File: src/rtl/sqrt_share_arbiter.sv
// sqrt_share_arbiter: shares one non-restoring square-root unit between
// several layernorm lanes. A round-robin arbiter picks one lane at a time.
// The FSM issues the radicand and waits for the result, with a watchdog
// that aborts the wait. It then returns the result to the owning lane over
// a valid/ready response channel.
module sqrt_share_arbiter #(
    parameter int NUM_REQ         = 4,
    parameter int DATA_IN_WIDTH   = 24,
    parameter int FINAL_OUT_WIDTH = 24,
    parameter int TIMEOUT_CYCLES  = 64,
    parameter int CNT_WIDTH       = 7
) (
    input  logic                               clk,
    input  logic                               rst_n,
    input  logic [NUM_REQ-1:0]                 req_valid,
    output logic [NUM_REQ-1:0]                 req_ready,
    input  logic [NUM_REQ*DATA_IN_WIDTH-1:0]   req_radicand,
    output logic [NUM_REQ-1:0]                 resp_valid,
    input  logic [NUM_REQ-1:0]                 resp_ready,
    output logic [FINAL_OUT_WIDTH-1:0]         resp_data,
    output logic                               resp_err,
    output logic                               sqrt_valid_in,
    output logic [DATA_IN_WIDTH-1:0]           sqrt_radicand,
    input  logic                               sqrt_valid_out,
    input  logic [FINAL_OUT_WIDTH-1:0]         sqrt_result,
    output logic                               busy,
    output logic                               spurious_flag
);

    localparam int IDX_W = (NUM_REQ > 1) ? $clog2(NUM_REQ) : 1;
    localparam int SUM_W = IDX_W + 1;
    localparam logic [SUM_W-1:0]     NUM_REQ_S = SUM_W'(NUM_REQ);
    localparam logic [IDX_W-1:0]     LAST_IDX  = IDX_W'(NUM_REQ - 1);
    localparam logic [CNT_WIDTH-1:0] WDOG_LAST = CNT_WIDTH'(TIMEOUT_CYCLES - 1);

    typedef enum logic [1:0] {
        IDLE,
        ISSUE,
        WAIT,
        RESP
    } state_t;

    state_t                     state;
    logic [IDX_W-1:0]           rr_ptr;
    logic [IDX_W-1:0]           owner;
    logic [CNT_WIDTH-1:0]       watchdog;

    logic                       grant_found;
    logic [IDX_W-1:0]           grant_idx;
    logic [SUM_W-1:0]           cand_sum;
    logic [DATA_IN_WIDTH-1:0]   lane_radicand;
    logic [NUM_REQ-1:0]         owner_onehot;
    logic                       owner_ready;

    // Round-robin search: first requesting lane at or after rr_ptr, wrapping.
    always_comb begin
        grant_found = 1'b0;
        grant_idx   = '0;
        cand_sum    = '0;
        for (int k = 0; k < NUM_REQ; k++) begin
            cand_sum = SUM_W'(rr_ptr) + SUM_W'(k);
            if (cand_sum >= NUM_REQ_S) begin
                cand_sum = cand_sum - NUM_REQ_S;
            end
            if (!grant_found && req_valid[cand_sum[IDX_W-1:0]]) begin
                grant_found = 1'b1;
                grant_idx   = cand_sum[IDX_W-1:0];
            end
        end
    end

    // Select the granted lane's radicand and decode the current owner.
    always_comb begin
        lane_radicand = '0;
        owner_onehot  = '0;
        for (int k = 0; k < NUM_REQ; k++) begin
            if (grant_idx == IDX_W'(k)) begin
                lane_radicand = req_radicand[k*DATA_IN_WIDTH +: DATA_IN_WIDTH];
            end
            owner_onehot[k] = (owner == IDX_W'(k));
        end
    end

    // Accept is offered only from IDLE, to the single granted lane, never in reset.
    always_comb begin
        req_ready = '0;
        if (rst_n && (state == IDLE) && grant_found) begin
            req_ready[grant_idx] = 1'b1;
        end
    end

    assign owner_ready = |(resp_ready & owner_onehot);
    assign busy        = (state != IDLE);

    // Main FSM: grant, issue one pulse, wait with watchdog, hold the response.
    always_ff @(posedge clk or negedge rst_n) begin
        if (!rst_n) begin
            state         <= IDLE;
            rr_ptr        <= '0;
            owner         <= '0;
            watchdog      <= '0;
            resp_valid    <= '0;
            resp_data     <= '0;
            resp_err      <= 1'b0;
            sqrt_valid_in <= 1'b0;
            sqrt_radicand <= '0;
            spurious_flag <= 1'b0;
        end else begin
            sqrt_valid_in <= 1'b0;
            if (sqrt_valid_out && (state != WAIT)) begin
                spurious_flag <= 1'b1;
            end
            case (state)
                IDLE: begin
                    if (grant_found) begin
                        sqrt_radicand <= lane_radicand;
                        owner         <= grant_idx;
                        sqrt_valid_in <= 1'b1;
                        state         <= ISSUE;
                    end
                end
                ISSUE: begin
                    watchdog <= '0;
                    state    <= WAIT;
                end
                WAIT: begin
                    watchdog <= watchdog + 1'b1;
                    if (sqrt_valid_out) begin
                        resp_data  <= sqrt_result;
                        resp_err   <= 1'b0;
                        resp_valid <= owner_onehot;
                        state      <= RESP;
                    end else if (watchdog == WDOG_LAST) begin
                        resp_data  <= '0;
                        resp_err   <= 1'b1;
                        resp_valid <= owner_onehot;
                        state      <= RESP;
                    end
                end
                RESP: begin
                    if (owner_ready) begin
                        resp_valid <= '0;
                        rr_ptr     <= (owner == LAST_IDX) ? '0 : owner + 1'b1;
                        state      <= IDLE;
                    end
                end
                default: begin
                    state <= IDLE;
                end
            endcase
        end
    end

endmodule

File: config.mk
export PLATFORM = sky130hd
export DESIGN_NAME = sqrt_share_arbiter
export DESIGN_NICKNAME = d
export VERILOG_FILES = /design/src/rtl/sqrt_share_arbiter.sv
export SDC_FILE = /design/constraint.sdc
export NUM_CORES = 1
export LEC_CHECK = 0
export CAP_MARGIN = 10
export CORE_MARGIN = 2
export CORE_UTILIZATION = 36
export DETAILED_ROUTE_END_ITERATION = 8
export HOLD_SLACK_MARGIN = 0.02
export PLACE_DENSITY = 0.78
export SYNTH_ARGS = -nofsm -noshare
export SYNTH_HDL_FRONTEND = slang
export SYNTH_SLANG_ARGS = --single-unit
File: constraint.sdc
create_clock -name clk -period 1.92 [get_ports clk]
set_clock_uncertainty 0.1 [all_clocks]
set_input_delay 0.192 -clock clk [delete_from_list [all_inputs] [get_ports clk]]
set_output_delay 0.192 -clock clk [all_outputs]
set_load 0.05 [all_outputs]
## Word level (Yosys, flattened, before mapping)

Cells that the tools add are included.

- Bits in registers: 68
- Input port bits: 131
- Output and inout bits: 60
- Logic and storage cells: 111

- $add $sub $neg: 9
- Magnitude comparators: 10
- Eq/ne operators: 14
- Mux-type cells: 44
- Bitwise logic cells: 1
- Reductions and logical operators: 23

Operators with widths:

| kind | number |
|---|---|
| 24-bit two-way mux | 6 |
| 2-bit two-way mux | 13 |
| 4-bit two-way mux | 4 |
| 2-bit by 3-bit less-than comparator with 1-bit output, second input constant | 5 |
| 7-bit case mux with 2 select lines | 1 |
| 1-bit two-way mux | 13 |
| 2-bit equality test, second input constant | 6 |
| 3-bit >= comparator, second input constant | 3 |
| 1-bit binary-select mux with 2-bit select | 4 |
| 2-bit case mux with 4 select lines | 1 |
| 4-bit case mux with 2 select lines | 1 |
| 2-bit nonzero test | 4 |
| 2-bit by 1-bit subtractor with 2-bit output, second input constant | 4 |
| 7-bit by 1-bit adder with 7-bit output, second input constant | 1 |
| 7-bit by 6-bit equality test with 1-bit output, second input constant | 1 |
| 1-bit logical AND | 7 |
| 2-bit by 2-bit adder with 3-bit output, second input constant | 2 |
| 2-bit by 1-bit equality test with 1-bit output, second input constant | 3 |
| 2-bit zero test | 3 |
| 2-bit != test, second input constant | 3 |
| 2-bit AND reduction | 3 |
| 3-bit AND reduction | 2 |
| 4-bit bitwise AND | 1 |
| 4-bit OR reduction | 1 |
| other kinds (7) | 9 |

## Longest topological paths before layout

- Word-level depth: 19
- Mapped depth: 9
- Gate-level depth less buffers: 7

## Worst setup path before layout

Ideal clock, no wire load.

- Path kind: flip-flop to output port
- Start point: register rr_ptr[0]
- End point: output port req_ready[0]
- Data arrival time: 2302 ps
- Required time: 1628 ps
- Path slack: -674 ps
- Stages on the path, launching flop included: 7
- Path buffers: 2
- Path through: dfrtp_1 nor2b_1 a2111oi_4 or2_1 buf_4 buf_2 nor3_1

- Longest elaborated chain between the ends: 19
- Elaborated cells between the ends (all ways): 44
- Classes of those cells: 7 x add/sub; 6 x order compare; 23 x mux; 8 x reduce/logical

Ends and longest elaborated chain:

| what | RTL line | RTL |
|---|---|---|
| start: declaration | 44 | `logic [IDX_W-1:0] rr_ptr;` |
| start signal: assignment | 143 | `rr_ptr <= (owner == LAST_IDX) ? '0 : owner + 1'b1;` |
| parallel branches: the longest is 18 deep, another holds 2-bit by 1-bit adder with 3-bit output | - |  |
| 4-bit two-way mux * | 87 | `if (rst_n && (state == IDLE) && grant_found) begin` |
| end: declaration | 16 | `output logic [NUM_REQ-1:0] req_ready,` |

Mark *: on every way between the ends. The select of a mux whose other input is x is not followed.

## Final worst setup path

- Start point: register rr_ptr[0]
- End point: output port req_ready[1]

Same word-level chain as after synthesis.

==> impl_metrics.toml <==
[sta]
setup_viol_count_final = 32
layout_setup_ws_ps = -214.5
fin_crit_sh_pct = 111.2
min_period_ps = 2135
slew_violations = 0
fmax_ghz = 0.4685
tightestPinTransition_ps = 887.3
relSlewSlack_pct = 40.85
hold_viol_final = 0
rsz0062_at_grt = "true"

[route]
drtIter0Drc = 159
firstDrtPassIters = 4
vias_per_cell = 5.315
num_vias = 3779
wl_per_cell_um = 19.34
routed_wirelength_mm = 13.75
drtAntennaViolNets = 0
drc = 0

[grt]
globalRoute.totalOverflow = 0
grt_pass1_wl_mm = 19.82
grt_pass1_vias = 3999
grt_start_max_net_pins = 69
antenna_found_initial = 0
grt_use_total_pct = 23.26

[worst_setup_path]
path_class = "reg -> out"
worstPathArrival_ps = 1840
critical_path.max_fanout = 3
endpoint_kind = "primary output"
startpoint_type = "flip-flop"
worstPathCellList = "inv_2, a221oi_4, buf_6, nor2_2, nor3_4, buf_12"
crit_buf_inv = 3
slowest_stage = "dfrtp_2"
required_ps = 1630
slowest_delay_ps = 420
cpLargestDelayFamily = "flip-flops"

[layout]
drive_gt1_share_pct = 28.03
final_cells = 711
antenna_cells = 0
nNetsFinal = 712
fin_util_pct = 71.50
area_delta_synth_final_pct = 93.97
nFillCells = 680

[synth]
synthTopCellsByCount = "dfrtp_1 (68), mux2i_1 (31), a211oi_1 (30)"
async_reset_ff_share_pct = 100.0
synthDistinctLibCells = 42
synth_cells = 328
yosys_warnings = 0
ys_ff_latch = 68
synth_area_um2 = 3570
synth.top_cell.area_share_pct = 47.67
ys.flop_type = "dfrtp_1"
synth-seq-area-share_pct = 47.67
yosys-top-cells-area = "dfrtp_1 (48%), mux2i_1 (8.7%), a211oi_1 (6.3%), a22o_1 (6.1%), nor3b_1 (4.0%)"
syn_nets = 467
postSynthAreaPerCell_um2 = 10.88
yosysTopAreaCell = "dfrtp_1"
synth_most_common_cell = "dfrtp_1"
synth-edff-count = 0

[job]
drv_cap = 0

[placed_design]
gp_congestion = 0.8224
dp.final_hpwl_mm = 8.909
io_buffers = 190
dp_cells = 663

[outcome]
violations = "setup timing"
status = "finished with violations"

[clocking]
h-tree-depth = 3
cts_tree = "yes"
clock_latency_ps = 350
root_buffer = "clkbuf_8"
cts_buffer_depth = 2
numCtsBuffers = 9
cts.reportedPaths.clkPinSlew_ps = 80
cts.sinks = 68

[pwr]
p_int_mw = 6.144
clock_power_share_pct = 9.3
pwr-share-seq_pct = 21.2
power.density_nw_per_um2 = 1687
swShare_pct = 47.40
p_leak_nw = 2.812
ir_drop_mv = 1.052
p_comb_share_pct = 69.5
p_switching_mw = 5.536

[floorplan]
die_w_um = 103.6
core_um2 = 9684
die_area_um2 = 10730
die_y_um = 103.6
num_rows = 36
initial_core_util_pct = 36.86
io_pins = 191

[hold_path]
hold_class = "in -> reg"
[flip-flops by register name (all words and copies together) (netlist names)]
register       cells
rr_ptr             2
owner              2
resp_valid         4
sqrt_valid_in      1
watchdog           7
resp_err           1
state              2
resp_data         24
sqrt_radicand     24
spurious_flag      1
[placed cells by master (no fill, tap or decap), drive strengths merged]
| cell | instances |
|---|---|
| nor4 | 1 |
| nand2 | 17 |
| a21oi | 3 |
| clkinv | 5 |
| o221ai | 5 |
| o21bai | 1 |
| nor3b | 19 |
| nand4 | 1 |
| clkbuf | 11 |
| xor2 | 1 |
| o211ai | 3 |
| dfrtp | 68 |
| inv | 15 |
| o21a | 2 |
| dlygate4sd2 | 3 |
| clkinvlp | 1 |
| dlygate4sd3 | 1 |
| nand2b | 1 |
| or2 | 1 |
| mux2i | 31 |
| nor2 | 26 |
| a32oi | 1 |
| clkdlybuf4s50 | 181 |
| o21ai | 11 |
| mux2 | 6 |
| o31ai | 1 |
| buf | 69 |
| a221oi | 1 |
| nand3 | 5 |
| a22oi | 2 |
| or3 | 1 |
| a211oi | 38 |
| a22o | 25 |
| nor3 | 4 |
| a2111oi | 1 |
| a21o | 1 |
| nor2b | 6 |
| and3 | 1 |
| ha | 8 |
[cell type report]
class | instances | area [um2] | share of cell area [%]
well taps | 133 | 166.4 | 2.403
inverters | 14 | 52.55 | 0.7589
multi-input cells | 224 | 2103 | 30.38
clock inverters | 7 | 52.55 | 0.7589
flip-flops and latches | 68 | 1704 | 24.61
repair buffers | 256 | 2721 | 39.30
clock buffers | 9 | 123.9 | 1.789
[cell families after synthesis]
logic type,share of synthesized area (%)
adders and majority gates,2.804
xor gates and xnor gates,0.2454
muxes,10.59
AOI/OAI and AO/OA,21.94
and+or+nand+nor,11.95
DFF,47.67
buffers and inverters,4.802
[power by group through the flow]
stage               sequential, mW  combinational [mW]  clock [mW]
finish                        2.47                8.12        1.09
global route                  2.54                8.47        1.17
floorplan                     4.31                2.33           0
global placement              2.44                6.46           0
CTS                           2.46                7.55        1.11
detailed placement            2.47                6.59           0
[path summary, 6_finish.rpt]
kind	slack, ps	cells past startpoint	startpoint	end
worst max-delay path	-210	6	rr_ptr[0]$_DFFE_PN0P_	req_ready[1]
worst min-delay path	330	2	sqrt_result[21]	resp_data[21]$_DFFE_PN0P_
worst max register to register	-160	7	rr_ptr[0]$_DFFE_PN0P_	sqrt_radicand[8]$_DFFE_PN0P_
worst min register to register	370	1	spurious_flag$_DFFE_PN0P_	spurious_flag$_DFFE_PN0P_
max in group asynchronous	610	3	rst_n	rr_ptr[1]$_DFFE_PN0P_
min in group asynchronous	510	3	rst_n	sqrt_radicand[10]$_DFFE_PN0P_
[per-stage QoR]
step	setup TNS, ps	total power, mW	cell area [um2]	worst slack (ps)	hold slack, ps
floorplan	-6.803	6.638	3625	-6.803	-203.6
global placement	-8070	8.898	5938	-347.0	344.1
detailed placement	-10390	9.059	5938	-488.1	347.1
CTS	-2735	11.11	6605	-209.3	323.9
global route	-5456	12.18	6924	-271.3	331.2
finish	-2891	11.68	6924	-214.5	331.0
[layer usage]
| metal | GRT usage [%] | up-vias | wire (um) |
|---|---|---|---|
| met5 | 0 | - | 0 |
| met4 | 12.45 | 0 | 538 |
| met3 | 5.412 | 41 | 840 |
| met2 | 41.63 | 159 | 7295 |
| met1 | 25.52 | 1864 | 5074 |
| li1 | - | 1715 | - |
[repair_timing]
| action | CTS | global route |
|---|---|---|
| hold buffers | 1 | 0 |
| pin swaps | 25 | 31 |
| cloned | 7 | 3 |
| setup buffers | 13 | 11 |
| endpoints found under the setup margin | 21 | 57 |
| endpoints found under the hold margin | 68 | 0 |
| resized for setup | 54 | 48 |
(Power assumes the default switching activity.)
==> RTL change (config.mk and constraints unchanged) <==
Reset style: synchronous (`rst_n`), changed in one clocked block.
--- a/src/rtl/sqrt_share_arbiter.sv
+++ b/src/rtl/sqrt_share_arbiter.sv
@@ -95,3 +95,3 @@
     // Main FSM: grant, issue one pulse, wait with watchdog, hold the response.
-    always_ff @(posedge clk or negedge rst_n) begin
+    always_ff @(posedge clk) begin
         if (!rst_n) begin
Formal check against the unedited RTL: differs if rst_n is asserted again (counterexample within 4 cycles, from zero or initial values and one cycle with rst_n low); with rst_n held inactive, the same outputs for 10 cycles.
==> RTL change against the unedited design <==
The flow still finishes with violations (negative setup slack); setup slack better by 66 ps; routed wire length is 13% lower; sequential cell count stayed put; area after synthesis is 0.63% lower; final area is 9.9% lower.
Power is not compared: it rests on default switching activity, and its combinational part moved more than twofold at a synthesized area within 25%.
==> RTL change: results <==
{
  "cts_max_path_buffers": 2,
  "portBuffers": 190,
  "switching_share": 0.406,
  "hold_depth": 2,
  "leakage_uw": 0.00248,
  "crit_path_max_fanout": 3,
  "worstSkewPairLatency_ps": 350,
  "violations": "negative setup slack",
  "drv_slew": 0,
  "drtAntennaViolNets": 0,
  "top_regs": "resp_data x24, sqrt_radicand x24, watchdog x7",
  "grt_max_degree": 33,
  "postSynth.asyncResetShare": 0,
  "first_pass_iters": 4,
  "cts_root_buf": "clkbuf_8",
  "hp-class": "register to register",
  "run_status": "complete, but fails checks",
  "synthAdderAreaFrac": 0.0317,
  "finalWirelength_um": 12000,
  "place_congestion": 0.846,
  "synth-compound-area-share": 0.257,
  "fin_nets": 756,
  "viasPerCell": 5.07,
  "antenna_found_initial": 0,
  "cts.clk_slew.worst_paths_ps": 70,
  "synth_seq_area_share": 0.384,
  "setup_viol": 4,
  "layout-drive-gt1-share": 0.182,
  "grt_usage": 0.212,
  "cts_max_level": 3,
  "dpl_cell_area_um2": 5810,
  "crit_family": "simple AND/OR/NAND/NOR gates",
  "drt_iter0_markers": 101,
  "worst_pin_slew_ps": 541,
  "grt_first_pass_wirelength_um": 17500,
  "numCtsBuffers": 9,
  "grt_pass1_vias": 3793,
  "fillCellCount": 784,
  "synthesis.nets": 538,
  "synth_warnings": 0,
  "postLayoutSetupSlackWorst_ps": -149,
  "synthXorXnorAreaFrac": 0.0123,
  "cpMaxStageDelayCell": "clkdlybuf4s50_1",
  "ys_types": 42,
  "synth_edf_count": 0,
  "slowest_delay_ps": 480,
  "critPathArrivalTime_ps": 1780,
  "antenna_cells": 0,
  "dp_hpwl_um": 8800,
  "ys_top_cells_by_count": "68 x dfxtp_1, 40 x nor2_1, 38 x nand2_1",
  "peakVddDrop_uv": 525,
  "synth.area.top_cells": "dfxtp_1 38%, mux2i_1 7.9%, o211ai_2 6.3%",
  "reg2reg_depth": 8,
  "synthMuxAreaShare": 0.0822
}
-- RTL change: cell types whose count changed in the layout (fill, tap and decap cells not counted), moves of 15 or more --
cell and delta:
a22oi_1 +25, and3_1 +23, nor2_1 +15, nor3b_1 -19, dfxtp_1 +63, a21boi_0 +23, a211oi_2 -26, dfrtp_1 -66
o21ai_1 +16, o211ai_2 +17, nand2_1 +21, a22o_1 -25
-- RTL change: cells by family (layout without fill, tap and decap cells) --
group / after synthesis / after routing
AO/OA/AOI/OAI: 118 / 119
XOR/XNOR: 5 / 5
adder cells (fa/ha/maj): 9 / 9
buffers and inverters: 41 / 263
flip-flops: 68 / 68
multiplexers: 29 / 29
AND/OR/NAND/NOR: 128 / 128
-- RTL change: final cells by class --
cell class                 count  area share
tap                          133      0.0267
clock buffer                  12      0.0233
clock inverter                 4      0.0116
sequential                    68       0.220
inverter                      11     0.00702
multi-input combinational    290       0.333
timing repair buffer         236       0.378
-- RTL change: power groups by stage --
| stage | sequential, µW | clock [µW] | combinational [µW] |
|---|---|---|---|
| after floorplan | 2790 | 0 | 1030 |
| after global placement | 1900 | 0 | 3070 |
| after detailed placement | 1910 | 0 | 3120 |
| after CTS | 1900 | 1370 | 3260 |
| after global routing | 1930 | 1420 | 3470 |
| final | 1900 | 1330 | 3280 |
-- RTL change: path summary, 6_finish.rpt --
kind,startpoint,end,slack (ps)
worst min register to register,resp_err$_SDFFE_PN0P_,resp_err$_SDFFE_PN0P_,370
worst max-delay path,req_valid[1],req_ready[3],-150
worst max register to register,rr_ptr[0]$_SDFFE_PN0P_,sqrt_radicand[0]$_SDFFE_PN0P_,60
worst min-delay path,resp_err$_SDFFE_PN0P_,resp_err$_SDFFE_PN0P_,370
-- RTL change: per-layer routing --
layer  wire, µm  vias up  global-route usage
li1           -     1864                   -
met1       4700     1795               0.234
met2       6110      144               0.390
met3       1020       19              0.0565
met4        194        0              0.0769
met5          0        -                   0
-- RTL change: repair_timing --
| action | CTS | global route |
|---|---|---|
| gates cloned | 1 | 1 |
| hold endpoints to repair | 0 | 0 |
| setup endpoints to repair | 29 | 48 |
| buffers inserted | 6 | 2 |
| resized for setup | 23 | 13 |
| pin swaps | 4 | 8 |
| hold buffers | 0 | 0 |
-- RTL change: worst min-delay path: stages, from the launching register on --
cell	delay, ps
dfxtp_1	320
inv_1	50
a211oi_1	50
-- RTL change: through the flow --
| stage | cells | power (µW) | setup WS, ps | setup TNS [ps] | util |
|---|---|---|---|---|---|
| after floorplan | 398 | 3820 | -145 | -290 | - |
| after global placement | 728 | 4970 | -236 | -7050 | 0.600 |
| after detailed placement | 728 | 5040 | -282 | -8890 | 0.600 |
| after CTS | 751 | 6520 | -160 | -498 | 0.637 |
| after global routing | 754 | 6820 | -196 | -706 | 0.644 |
| final | 754 | 6510 | -149 | -514 | 0.644 |
